## src/rtl/spi_slave_responder.sv

```systemverilog
// Mode-0 SPI slave that hands received bytes to a valid/ready stream and shifts out bytes from a one-deep holding register.
// Define SPI_SLAVE_LSB_FIRST_EN for LSB-first transfers in both directions (default MSB-first).
module spi_slave_responder #(
    parameter logic [7:0] DEFAULT_TX  = 8'hFF,
    parameter int         SYNC_STAGES = 2
) (
    input  logic       io_systemClk,
    input  logic       io_systemReset,
    input  logic       spi_sclk,
    input  logic       spi_ss,
    input  logic       spi_mosi,
    output logic       spi_miso,
    output logic       spi_miso_oe,
    output logic       rx_valid,
    input  logic       rx_ready,
    output logic [7:0] rx_data,
    input  logic       tx_valid,
    output logic       tx_ready,
    input  logic [7:0] tx_data,
    output logic       rx_overrun,
    output logic       tx_underrun
);

    typedef enum logic [1:0] {WAIT_IDLE, IDLE, ACTIVE} state_t;

    state_t state, next_state;

    logic [SYNC_STAGES-1:0] sclk_sync, ss_sync, mosi_sync;
    logic       sclk_d, ss_d;
    logic       sclk_s, ss_s, mosi_s;
    logic       sclk_rise, sclk_fall, ss_rise, ss_fall;
    logic [2:0] bit_cnt;
    logic [6:0] rx_shift;
    logic [7:0] rx_byte;
    logic [7:0] tx_shift, tx_shifted, tx_hold;
    logic       miso_bit;
    logic       enter, byte_done, boundary, capture;

    assign sclk_s = sclk_sync[SYNC_STAGES-1];
    assign ss_s   = ss_sync[SYNC_STAGES-1];
    assign mosi_s = mosi_sync[SYNC_STAGES-1];

    assign sclk_rise = sclk_s & ~sclk_d;
    assign sclk_fall = ~sclk_s & sclk_d;
    assign ss_rise   = ss_s & ~ss_d;
    assign ss_fall   = ~ss_s & ss_d;

    // Synchronisers reset low so a held-low SS never produces a false falling edge.
    always_ff @(posedge io_systemClk) begin
        if (io_systemReset) begin
            sclk_sync <= '0;
            ss_sync   <= '0;
            mosi_sync <= '0;
            sclk_d    <= 1'b0;
            ss_d      <= 1'b0;
        end else begin
            sclk_sync <= {sclk_sync[SYNC_STAGES-2:0], spi_sclk};
            ss_sync   <= {ss_sync[SYNC_STAGES-2:0], spi_ss};
            mosi_sync <= {mosi_sync[SYNC_STAGES-2:0], spi_mosi};
            sclk_d    <= sclk_s;
            ss_d      <= ss_s;
        end
    end

`ifdef SPI_SLAVE_LSB_FIRST_EN
    assign rx_byte    = {mosi_s, rx_shift};
    assign tx_shifted = {1'b0, tx_shift[7:1]};
    assign miso_bit   = tx_shift[0];
`else
    assign rx_byte    = {rx_shift, mosi_s};
    assign tx_shifted = {tx_shift[6:0], 1'b0};
    assign miso_bit   = tx_shift[7];
`endif

    always_ff @(posedge io_systemClk) begin
        if (io_systemReset) state <= WAIT_IDLE;
        else                state <= next_state;
    end

    always_comb begin
        next_state  = state;
        spi_miso_oe = 1'b0;
        spi_miso    = 1'b0;
        case (state)
            WAIT_IDLE: if (ss_s) next_state = IDLE;
            IDLE:      if (ss_fall) next_state = ACTIVE;
            ACTIVE: begin
                spi_miso_oe = 1'b1;
                spi_miso    = miso_bit;
                if (ss_rise) next_state = IDLE;
            end
            default:   next_state = WAIT_IDLE;
        endcase
    end

    assign enter     = (state == IDLE) && ss_fall;
    assign byte_done = (state == ACTIVE) && !ss_rise && sclk_rise && (bit_cnt == 3'd7);
    assign boundary  = enter || byte_done;
    assign capture   = tx_valid && tx_ready;

    always_ff @(posedge io_systemClk) begin
        if (io_systemReset) begin
            bit_cnt     <= '0;
            rx_shift    <= '0;
            tx_shift    <= '0;
            tx_hold     <= '0;
            tx_ready    <= 1'b1;
            rx_valid    <= 1'b0;
            rx_data     <= '0;
            rx_overrun  <= 1'b0;
            tx_underrun <= 1'b0;
        end else begin
            rx_overrun  <= 1'b0;
            tx_underrun <= 1'b0;

            if (enter) begin
                bit_cnt <= '0;
            end else if (state == ACTIVE) begin
                if (ss_rise) begin
                    bit_cnt <= '0;
                end else begin
                    if (sclk_rise) begin
`ifdef SPI_SLAVE_LSB_FIRST_EN
                        rx_shift <= rx_byte[7:1];
`else
                        rx_shift <= rx_byte[6:0];
`endif
                        bit_cnt <= bit_cnt + 3'd1;
                    end
                    // The fall right after a boundary keeps bit 7 of the fresh byte on the wire.
                    if (sclk_fall && bit_cnt != 3'd0) tx_shift <= tx_shifted;
                end
            end

            if (boundary) begin
                if (!tx_ready) begin
                    tx_shift <= tx_hold;
                    tx_ready <= 1'b1;
                end else begin
                    tx_shift    <= DEFAULT_TX;
                    tx_underrun <= 1'b1;
                end
            end

            // Capture only happens while empty, so it never collides with the refill above.
            if (capture) begin
                tx_hold  <= tx_data;
                tx_ready <= 1'b0;
            end

            if (byte_done) begin
                if (!rx_valid || rx_ready) begin
                    rx_data  <= rx_byte;
                    rx_valid <= 1'b1;
                end else begin
                    rx_overrun <= 1'b1;
                end
            end else if (rx_valid && rx_ready) begin
                rx_valid <= 1'b0;
            end
        end
    end

endmodule

```

## config.mk

```make
export PLATFORM = sky130hd
export DESIGN_NAME = spi_slave_responder
export DESIGN_NICKNAME = d
export VERILOG_FILES = /design/src/rtl/spi_slave_responder.sv
export SDC_FILE = /design/constraint.sdc
export NUM_CORES = 1
export LEC_CHECK = 0
export ABC_AREA = 1
export CAP_MARGIN = 20
export CORE_MARGIN = 10
export CORE_UTILIZATION = 50
export CTS_CLUSTER_DIAMETER = 80
export DETAILED_ROUTE_END_ITERATION = 8
export PLACE_DENSITY = 0.79
export SYNTH_ARGS = -nofsm -noshare
export SYNTH_HDL_FRONTEND = slang
export SYNTH_SLANG_ARGS = --single-unit
```

## constraint.sdc

```tcl
create_clock -name io_systemClk -period 2.74 [get_ports io_systemClk]
set_input_delay 0.548 -clock io_systemClk [delete_from_list [all_inputs] [get_ports io_systemClk]]
set_output_delay 0.548 -clock io_systemClk [all_outputs]
set_load 0.01 [all_outputs]
```

==> impl_metrics.csv <==
group,metric,value,unit
sta,fin_crit_sh,73.5,%
floorplanning,fp.dieW,82.5,microns
route,vias,1625,
sta,fin_hold_ws,0.403,ns
route,ant_nets,0,
critical_path,reg2reg_from,"bit_cnt[1]",
floorplanning,rows,22,
critical_path,cp-end-kind,"output pin",
layout,n_antenna_cell,0,
sta,skew,0.00347,ns
clock_network,htreeDepth,2,
clock_network,cts.path.max_buffers,2,
floorplanning,die-area,6810,sq um
sta,finalHoldViolations,0,
synth,avgSynthCellArea,7.82,sq um
critical_path,start_kind,"flip-flop",
route,vias_per_cell,4.97,
critical_path,reg2reg_to,"rx_data[7]",
synth,synth_cells,250,
layout,fin_area,2350,sq um
hold_path,holdCritPathClass,"reg -> reg",
critical_path,cp_cell_sequence,"clkdlybuf4s50_1",
sta,slew_viol_final,0,
synth,synthesis.area,1960,sq um
critical_path,worst_path_largest_cell_delay,0.62,ns
floorplanning,die-height,82.5,microns
sta,post-route-min-period,2.01,ns
global_route,grt_max_degree,36,
synth,seq_area_frac_synth,49.1,%
clock_network,post_cts_buffers,0,
sta,tns,0,ns
layout,drive_gt1_share,9.32,%
status,status,"completed",
route,routed_wl,3760,microns
sta,rsz0062_at_grt,"no",
global_route,grt_use_total,11.8,%
synth,ys_ff_latch,48,
clock_network,clkTransAtPathRegs,0.08,ns
place,hpwl,2730,microns
critical_path,cp.buffers_inverters,1,
place,place_area,2260,sq um
run,drv_cap,0,
critical_path,crit_slowest_cell,"clkdlybuf4s50_1",
floorplanning,core_area,3720,sq um
critical_path,crit_fanout,12,
sta,max_slew_margin,74.6,%
sta,worstMarginPinSlew,0.381,ns
place,io_buffers,28,
critical_path,r2r_slack,1.15,ns
floorplanning,start_util,52.6,%
clock_network,cts.sinks,48,
critical_path,reg2regPathDepth,7,
route,post_drt_wl_per_cell,11.5,microns
sta,fmax,497,MHz
clock_network,root_buffer,"clkbuf_8",
critical_path,worst-setup-path-type,"reg -> out",
critical_path,critical_path_required,2.19,ns
power_and_ir_drop,leakagePower,0.000894,uW
clock_network,numCtsBuffers,5,
route,drt_iter0_drc,76,
critical_path,critical_path_arrival,1.47,ns
clock_network,hold_buffers,0,
hold_path,holdPathStages,2,
hold_path,min-delay-start,"ss_sync[0]",
layout,fin_nets,296,
route,firstDrtPassIters,4,
place,routabilityCongestion,0.783,
global_route,antenna_found_initial,0,
sta,setup_viol,0,
synth,ys_types,22,
layout,fillers,349,
hold_path,holdPathEnd,"ss_sync[1]",
global_route,grt_pass1_vias,1460,
route,route.detailed.drc,0,
clock_network,insertion_delay,0.29,ns
critical_path,cp_top_family,"buffers and inverters",
floorplanning,ioPinCount,29,
power_and_ir_drop,powerDensity,520,nW/um^2
clock_network,cts_tree,"done",
layout,area_growth_syn_to_layout,20.2,%
power_and_ir_drop,vdd_drop_max,362,uV
global_route,grt-ovfl-total,0,
global_route,grt_first_pass_wirelength,6390,microns
clock_network,cts_resized,0,
synth,syn_nets,268,
synth,ys.warnings.count,0,
==> state kept, by name, indices dropped and copies added (netlist names), 2 cells and up <==
| register | cells |
|---|---|
| tx_hold | 8 |
| ss_sync | 2 |
| tx_shift | 8 |
| bit_cnt | 3 |
| sclk_sync | 2 |
| rx_data | 8 |
| state | 2 |
| mosi_sync | 2 |
| rx_shift | 7 |
==> through the flow <==
step | power (uW) | setup slack (ns) | util, % | instances
after floorplan | 786 | 1.41 | - | 250
final | 1220 | 0.726 | 63.3 | 327
after global routing | 1280 | 0.654 | 63.3 | 327
after CTS | 1240 | 0.712 | 63.3 | 327
after global placement | 816 | 1.08 | 60.8 | 319
after detailed placement | 818 | 1.06 | 60.8 | 319
==> where the power goes <==
part           internal (uW)  switching, uW  total (uW)
sequential               715           13.1         728
combinational           35.2           37.6        72.9
clock                    201            221         422
==> cells by family after synthesis <==
family,Yosys count,share of synthesized area [%]
buffers and inverters,30,6.78
flip-flops,48,49.1
adder cells (fa/ha/maj),3,1.92
AND/OR/NAND/NOR,128,31.2
AO/OA/AOI/OAI,41,10.9
==> cell usage after synthesis, drive strengths merged <==
master  count  area [sq um]
nand2      57           249
dfxtp      48           961
nor2       37           144
a21oi      27           139
nand3      24           125
inv        21          83.8
o21ai      12          60.1
nand4      10          92.6
clkbuf      6          22.5
ha          3          37.5
a211oi      2          15.0
buf         2          22.5
clkinv      1          3.75
==> layer usage <==
metal | routed length (microns) | GRT usage [%] | vias up
met4 | 44 | 4.01 | 0
li1 | - | - | 870
met3 | 167 | 4.43 | 6
met2 | 1830 | 19.2 | 33
met1 | 1720 | 13.9 | 716
met5 | 0 | 0 | -
==> cell usage in the layout (no fill, tap or decap), drive strengths merged <==
cell type	netlist	final
nor2	37	37
nand4	10	10
clkdlybuf4s50	0	28
nand3	24	24
inv	21	21
clkbuf	6	6
o21ai	12	12
ha	3	3
a211oi	2	2
buf	2	1
a21oi	27	27
clkinv	1	3
dfxtp	48	48
nand2	57	57
==> worst reg2reg max path, cell delays in order (launching register included) <==
cell,delay (ns)
dfxtp_1,0.37
ha_1,0.17
ha_1,0.19
nand4_4,0.29
inv_4,0.22
nand2_4,0.10
nand2_1,0.08
a21oi_2,0.05
==> area by class of cell <==
type | count | area, sq um | share of cell area [%]
clock inverters | 2 | 10.0 | 0.426
inverters | 22 | 87.6 | 3.73
well taps | 48 | 60.1 | 2.55
flip-flops and latches | 48 | 961 | 40.9
repair buffers | 29 | 288 | 12.2
multi-input cells | 172 | 862 | 36.7
clock buffers | 6 | 82.6 | 3.51
==> worst max path at each step <==
stage	startpoint	cells past startpoint	to	slack (ns)
finish	tx_ready	1	tx_ready	0.73
global route	tx_ready	1	tx_ready	0.65
CTS	tx_ready	1	tx_ready	0.71
detailed placement	tx_ready	1	tx_ready	1.06
global placement	tx_ready	1	tx_ready	1.08
floorplan	io_systemReset	5	rx_valid	1.41
No activity file was read; power rests on OpenSTA's default activity.
